$ cat config.mk
export PLATFORM = sky130hd
export DESIGN_NAME = acc_mc_cpu
export DESIGN_NICKNAME = d
export VERILOG_FILES = /design/src/rtl/acc_mc_cpu_pkg.sv /design/src/rtl/acc_mc_alu.sv /design/src/rtl/acc_mc_cpu.sv
export SDC_FILE = /design/constraint.sdc
export NUM_CORES = 1
export LEC_CHECK = 0
export BUFFER_PORTS_ARGS = -buffer_cell sky130_fd_sc_hd__buf_2
export CELL_PAD_IN_SITES_DETAIL_PLACEMENT = 1
export CELL_PAD_IN_SITES_GLOBAL_PLACEMENT = 1
export CORE_ASPECT_RATIO = 1.25
export CORE_MARGIN = 10
export CORE_UTILIZATION = 49
export CTS_BUF_LIST = sky130_fd_sc_hd__clkbuf_8
export CTS_CLUSTER_SIZE = 24
export DETAILED_ROUTE_END_ITERATION = 16
export PLACE_DENSITY = 0.92
export SYNTH_ARGS = -nofsm -noshare
export SYNTH_HDL_FRONTEND = slang
export SYNTH_SLANG_ARGS = --single-unit
$ cat constraint.sdc
create_clock -name clk -period 10.3 [get_ports clk]
set_input_delay 2.06 -clock clk [delete_from_list [all_inputs] [get_ports clk]]
set_output_delay 2.06 -clock clk [all_outputs]
set_load 0.005 [all_outputs]
$ cat src/rtl/acc_mc_cpu_pkg.sv
// acc_mc_cpu_pkg: shared opcodes, FSM states, TYPE-C function bits and ALU ops
// for the multi-cycle accumulator processor. Rev 1.0
`default_nettype none

package acc_mc_cpu_pkg;

  localparam logic [3:0] OP_LOAD  = 4'b0000;
  localparam logic [3:0] OP_STORE = 4'b0001;
  localparam logic [3:0] OP_JUMP  = 4'b0010;
  localparam logic [3:0] OP_BRZ   = 4'b0100;
  localparam logic [3:0] OP_TYPEC = 4'b1000;

  typedef enum logic [2:0] {
    ST_BOOT, ST_FETCH, ST_DECODE, ST_EXEC, ST_MEM, ST_WB, ST_HALT
  } state_e;

  localparam int FN_MOVETO   = 0;
  localparam int FN_MOVEFROM = 1;
  localparam int FN_ADD      = 2;
  localparam int FN_SUB      = 3;
  localparam int FN_AND      = 4;
  localparam int FN_OR       = 5;

  typedef enum logic [2:0] {
    ALU_ADD, ALU_SUB, ALU_AND, ALU_OR, ALU_NOT, ALU_PASSA, ALU_PASSB
  } alu_op_e;

  // ADDI/SUBI/ANDI/ORI occupy the whole 11xx opcode quadrant
  function automatic logic op_legal(input logic [3:0] op);
    return (op inside {OP_LOAD, OP_STORE, OP_JUMP, OP_BRZ, OP_TYPEC}) || (op[3:2] == 2'b11);
  endfunction

  // Lowest set function bit wins; an all-zero field is treated as a NOP elsewhere
  function automatic alu_op_e typec_op(input logic [6:0] func);
    if (func[FN_MOVETO])   return ALU_PASSA;
    if (func[FN_MOVEFROM]) return ALU_PASSB;
    if (func[FN_ADD])      return ALU_ADD;
    if (func[FN_SUB])      return ALU_SUB;
    if (func[FN_AND])      return ALU_AND;
    if (func[FN_OR])       return ALU_OR;
    return ALU_NOT;
  endfunction

endpackage

`default_nettype wire

$ cat src/rtl/acc_mc_alu.sv
// acc_mc_alu: combinational DATA_W-wide ALU with a separate equality compare
// used by BRZ. Rev 1.0
`default_nettype none

module acc_mc_alu
  import acc_mc_cpu_pkg::*;
#(
  parameter int DATA_W = 16
) (
  input  logic [2:0]        op,
  input  logic [DATA_W-1:0] a,
  input  logic [DATA_W-1:0] b,
  output logic [DATA_W-1:0] result,
  output logic              eq
);

  always_comb begin
    result = a;
    case (op)
      ALU_ADD:   result = a + b;
      ALU_SUB:   result = a - b;
      ALU_AND:   result = a & b;
      ALU_OR:    result = a | b;
      ALU_NOT:   result = ~a;
      ALU_PASSA: result = a;
      ALU_PASSB: result = b;
      default:   result = a;
    endcase
  end

  assign eq = (a == b);

endmodule

`default_nettype wire

$ cat src/rtl/acc_mc_cpu.sv
// acc_mc_cpu: parametrised multi-cycle R0-accumulator CPU on a req/ready unified
// memory. Define ACC_MC_CPU_PERF_EN to build the retired-instruction counter. Rev 1.0
`default_nettype none

module acc_mc_cpu
  import acc_mc_cpu_pkg::*;
#(
  parameter int                DATA_W   = 16,
  parameter int                ADDR_W   = 12,
  parameter int                REG_CNT  = 8,
  parameter logic [ADDR_W-1:0] RESET_PC = '0
) (
  input  logic              clk,
  input  logic              rst,
  output logic              mem_req,
  output logic              mem_we,
  output logic [ADDR_W-1:0] mem_addr,
  output logic [DATA_W-1:0] mem_wdata,
  input  logic [DATA_W-1:0] mem_rdata,
  input  logic              mem_ready,
  output logic              halted,
  output logic [31:0]       instr_count
);

  localparam logic [ADDR_W-1:0] LO9_MASK = ADDR_W'(9'h1FF);

  state_e              state, state_nxt;
  logic [ADDR_W-1:0]   pc;
  logic [15:0]         ir;
  logic [DATA_W-1:0]   a_reg, b_reg, alu_out, mdr;
  logic                halted_r;

  logic [3:0]          opcode;
  logic [2:0]          ri;
  logic [6:0]          func;
  logic                is_imm, is_typec, is_nop;
  logic [2:0]          alu_op;
  logic [DATA_W-1:0]   alu_b, alu_res;
  logic                alu_eq;

  logic [7:0][DATA_W-1:0] rf;
  logic                rf_we;
  logic [2:0]          rf_wsel;
  logic [DATA_W-1:0]   wb_data;

  assign opcode   = ir[15:12];
  assign ri       = ir[11:9];
  assign func     = ir[6:0];
  assign is_imm   = (opcode[3:2] == 2'b11);
  assign is_typec = (opcode == OP_TYPEC);
  assign is_nop   = is_typec && (func == 7'd0);

  always_comb begin
    alu_op = ALU_ADD;
    alu_b  = b_reg;
    if (is_imm) begin
      alu_b = {{(DATA_W-12){ir[11]}}, ir[11:0]};
      case (opcode[1:0])
        2'b00:   alu_op = ALU_ADD;
        2'b01:   alu_op = ALU_SUB;
        2'b10:   alu_op = ALU_AND;
        default: alu_op = ALU_OR;
      endcase
    end else if (is_typec) begin
      alu_op = typec_op(func);
    end
  end

  acc_mc_alu #(.DATA_W(DATA_W)) u_alu (
    .op     (alu_op),
    .a      (a_reg),
    .b      (alu_b),
    .result (alu_res),
    .eq     (alu_eq)
  );

  // Only MoveTo targets Ri; everything else that writes back lands in R0
  assign rf_we   = (state == ST_WB);
  assign rf_wsel = (is_typec && func[FN_MOVETO]) ? ri : 3'd0;
  assign wb_data = (opcode == OP_LOAD) ? mdr : alu_out;

  for (genvar gi = 0; gi < 8; gi++) begin : g_rf
    if (gi < REG_CNT) begin : g_reg
      logic [DATA_W-1:0] r;
      always_ff @(posedge clk or posedge rst) begin
        if (rst)                              r <= '0;
        else if (rf_we && rf_wsel == 3'(gi)) r <= wb_data;
      end
      assign rf[gi] = r;
    end else begin : g_absent
      assign rf[gi] = '0;
    end
  end

  always_comb begin
    state_nxt = state;
    case (state)
      ST_BOOT:   state_nxt = ST_FETCH;
      ST_FETCH:  if (mem_ready) state_nxt = ST_DECODE;
      ST_DECODE: state_nxt = op_legal(opcode) ? ST_EXEC : ST_HALT;
      ST_EXEC: begin
        if (opcode == OP_LOAD || opcode == OP_STORE)                 state_nxt = ST_MEM;
        else if (opcode == OP_JUMP || opcode == OP_BRZ || is_nop)    state_nxt = ST_FETCH;
        else                                                         state_nxt = ST_WB;
      end
      ST_MEM:    if (mem_ready) state_nxt = (opcode == OP_LOAD) ? ST_WB : ST_FETCH;
      ST_WB:     state_nxt = ST_FETCH;
      default:   state_nxt = ST_HALT;
    endcase
  end

  always_ff @(posedge clk or posedge rst) begin
    if (rst) state <= ST_BOOT;
    else     state <= state_nxt;
  end

  always_ff @(posedge clk or posedge rst) begin
    if (rst) begin
      pc       <= RESET_PC;
      ir       <= '0;
      a_reg    <= '0;
      b_reg    <= '0;
      alu_out  <= '0;
      mdr      <= '0;
      halted_r <= 1'b0;
    end else begin
      case (state)
        ST_FETCH: if (mem_ready) begin
          ir <= mem_rdata[15:0];
          pc <= pc + ADDR_W'(1);
        end
        ST_DECODE: begin
          a_reg <= rf[0];
          b_reg <= rf[ri];
          if (!op_legal(opcode)) halted_r <= 1'b1;
        end
        ST_EXEC: begin
          alu_out <= alu_res;
          if (opcode == OP_JUMP)            pc <= ir[ADDR_W-1:0];
          else if (opcode == OP_BRZ && alu_eq) pc <= (pc & ~LO9_MASK) | ADDR_W'(ir[8:0]);
        end
        ST_MEM: if (mem_ready) mdr <= mem_rdata;
        default: ;
      endcase
    end
  end

  assign mem_req   = (state == ST_FETCH) || (state == ST_MEM);
  assign mem_we    = (state == ST_MEM) && (opcode == OP_STORE);
  assign mem_addr  = (state == ST_FETCH) ? pc :
                     (state == ST_MEM)   ? ir[ADDR_W-1:0] : '0;
  assign mem_wdata = mem_we ? rf[0] : '0;
  assign halted    = halted_r;

`ifdef ACC_MC_CPU_PERF_EN
  logic        retire;
  logic [31:0] count;
  assign retire = (state == ST_WB) ||
                  (state == ST_EXEC && (opcode == OP_JUMP || opcode == OP_BRZ || is_nop)) ||
                  (state == ST_MEM && mem_ready && opcode == OP_STORE);
  always_ff @(posedge clk or posedge rst) begin
    if (rst)         count <= 32'd0;
    else if (retire) count <= count + 32'd1;
  end
  assign instr_count = count;
`else
  assign instr_count = 32'd0;
`endif

endmodule

`default_nettype wire

==> impl_metrics.csv <==
group,metric,value,unit
outcome,status,"completed",
die,rows,66,
logic_synthesis,synthMuxAreaShare,9.66,%
grt,grt_max_degree,141,
sta,fin_setup_tns,0,ns
layout,largest_reg_flops,128,
sta,grt_setup_unrepaired,"no",
logic_synthesis,synthTopCellsByCount,"224 x dfrtp_1, 180 x nand2_1, 145 x nor2_1, 135 x a21oi_1, 111 x o21ai_0",
clock_tree,cts_buffers,39,
logic_synthesis,synth_cell_types,83,
logic_synthesis,synth_area,13000,µm²
setup_path,endpoint_kind,"output port",
layout,diodes,0,
clock_tree,cts_tree,"built",
sta,timing.fmax,200,MHz
logic_synthesis,syn_inst,1399,
logic_synthesis,ys_ff_latch,224,
place,hpwlAfterDp,30100,µm
clock_tree,cts.sinks,224,
grt,grt_pass1_vias,12400,
die,die_h,202,µm
min_path,hold_class,"reg -> reg",
logic_synthesis,synth_compound_area_share,18.4,%
grt,grt_pass1_wl,72000,µm
sta,period_minus_slack,4.99,ns
setup_path,cp_max_fo,21,
detailed_routing,vias,11600,
logic_synthesis,async_flop_share,100,%
die,chipWidth,165,µm
sta,final-max-slew-violation-count,0,
layout,drive_above_1_share,14.1,%
run,drv_cap,0,
sta,period_share,48.4,%
sta,hold_viol_final,0,
power_and_ir_drop,ir_drop,0.0892,mV
clock_tree,ctsResizeCount,0,
layout,fin_util,54.0,%
detailed_routing,viasPerCell,6.50,
place,io_buffers,49,
grt,overflow,0,
logic_synthesis,synth_top_area_share,43.2,%
layout,nFillCells,2986,
clock_tree,clockRootBuffer,"clkbuf_8",
logic_synthesis,synth_xor_area_share,0.946,%
logic_synthesis,synth-edff-count,0,
layout,regArea,5610,µm²
clock_tree,postCtsHoldBufs,0,
logic_synthesis,synthTopCellsByArea,"dfrtp_1 43%, mux4_2 5.6%, a21oi_1 5.2%, nand2_1 5.2%, ha_1 4.9%",
setup_path,worstSetupPathType,"reg -> out",
place,gp_congestion,0.926,
logic_synthesis,ys_warn_count,0,
layout,multiInputGateArea,6660,µm²
layout,regMostFlops,"g_rf.g_reg.r",
clock_tree,post_cts_buffers,0,
grt,track_usage,27.1,%
die,dieArea,33400,µm²
grt,antenna_found_initial,0,
detailed_routing,firstDrtPassIters,5,
setup_path,start_kind,"register",
logic_synthesis,yosysSeqAreaShare,43.2,%
logic_synthesis,synth_top_family_by_area,"compound AO/OA/AOI/OAI gates",
logic_synthesis,yosysTopAreaCell,"dfrtp_1",
clock_tree,clock_tree.buffer_depth,3,
clock_tree,clkTransAtPathRegs,0.06,ns
die,ioPinCount,82,
sta,finClkSkew,0.0265,ns
clock_tree,htreeDepth,2,
die,core_area,26000,µm²
power_and_ir_drop,p_per_area,125,nW/µm²
layout,syn2layout_area_growth,8.40,%
die,initial_core_util,49.8,%
logic_synthesis,yosys.area_share.simple,16.1,%
sta,relSlewSlack,15.1,%
detailed_routing,drtIter0Drc,1174,
detailed_routing,routed_wl,45600,µm
clock_tree,clk_latency,0.56,ns
sta,final-setup-viol-count,0,
sta,worst_slew_pin_slew,1.27,ns
detailed_routing,drtAntennaViolNets,0,
logic_synthesis,synthAdderAreaFrac,5.08,%
sta,whs,0.467,ns
layout,nNetsFinal,1485,
setup_path,crit_arrival,2.93,ns
detailed_routing,drc,0,
logic_synthesis,synth_most_common_cell,"dfrtp_1",
detailed_routing,avgRoutedWirePerCell,25.6,µm
logic_synthesis,synth.avg_cell_area,9.26,µm²
power_and_ir_drop,p_leak,6.63,nW
setup_path,cp.required,8.24,ns
logic_synthesis,synth_ff_type,"dfrtp_1",
## path summary, 6_finish.rpt
| check | from | to | slack (ns) | cells after the start |
|---|---|---|---|---|
| max | ir[14] | mem_wdata[14] | 5.31 | 4 |
| min | halted | halted | 0.47 | 1 |
| max reg2reg | ir[14] | pc[0] | 5.32 | 10 |
| min reg2reg | halted | halted | 0.47 | 1 |
| max in group asynchronous | rst | g_rf[2].g_reg.r[2] | 6.84 | 3 |
| min in group asynchronous | rst | g_rf[7].g_reg.r[11] | 1.68 | 2 |
## through the flow
stage / total power, W / cell area (µm²) / std cells / worst slack [ns]
after floorplan: 0.000921 / 13100 / 1430 / 2.11
after global placement: 0.000923 / 13300 / 1713 / 5.78
after detailed placement: 0.000923 / 13300 / 1713 / 5.63
after CTS: 0.00176 / 14000 / 1784 / 5.44
after global routing: 0.00180 / 14000 / 1784 / 4.95
final: 0.00175 / 14000 / 1784 / 5.31
## metal layers
| layer | GRT usage [%] | routed length, µm |
|---|---|---|
| met5 | 0 | 0 |
| met4 | 14.8 | 2650 |
| met1 | 32.9 | 17400 |
| met3 | 4.47 | 2960 |
| met2 | 44.6 | 22600 |
## final cells by class
cell class | count | area share, %
clock buffers | 47 | 4.60
clock inverters | 24 | 0.953
inverters | 53 | 1.47
multi-input cells | 1030 | 47.4
flip-flops and latches | 224 | 39.9
well taps | 340 | 3.03
repair buffers | 66 | 2.65
## cell usage in the layout, fill, tap and decap left out, types with 7 or more instances in the layout
master	netlist	final
a211oi_1	7	7
a21o_1	9	9
a21oi_1	135	135
a22o_1	15	15
a31oi_1	23	23
and2_1	23	23
and3_1	7	7
buf_2	33	49
buf_4	36	17
clkbuf_8	0	47
conb_1	1	32
dfrtp_1	224	222
ha_1	51	51
inv_1	52	67
mux2_2	17	17
mux2i_1	34	34
mux4_2	32	32
nand2_1	180	180
nand2b_1	15	15
nand3_1	29	29
nor2_1	145	145
nor3_1	18	18
nor4_1	9	8
o21ai_0	111	110
o221ai_1	11	11
xnor2_1	12	12
## worst max-delay path, cell delays in order (launching register included)
cell	delay, ns
dfrtp_1	0.66
nor3_1	0.51
and3_1	0.81
and2_1	0.27
buf_2	0.14
## kinds of logic after synthesis
logic type | Yosys count
XOR/XNOR | 14
adder cells (fa/ha/maj) | 52
multiplexers | 83
other | 1
buffers and inverters | 176
AND/OR/NAND/NOR | 461
flip-flops | 224
AO/OA/AOI/OAI | 388
## report_power, final
group,total (W),switching (W),internal (W)
Combinational,0.0000273,0.0000242,0.00000305
Sequential,0.000880,0,0.000880
Clock,0.000843,0.000403,0.000441
Total,0.00175,0.000427,0.00132
Note: power is estimated with default switching activity, not from simulation.
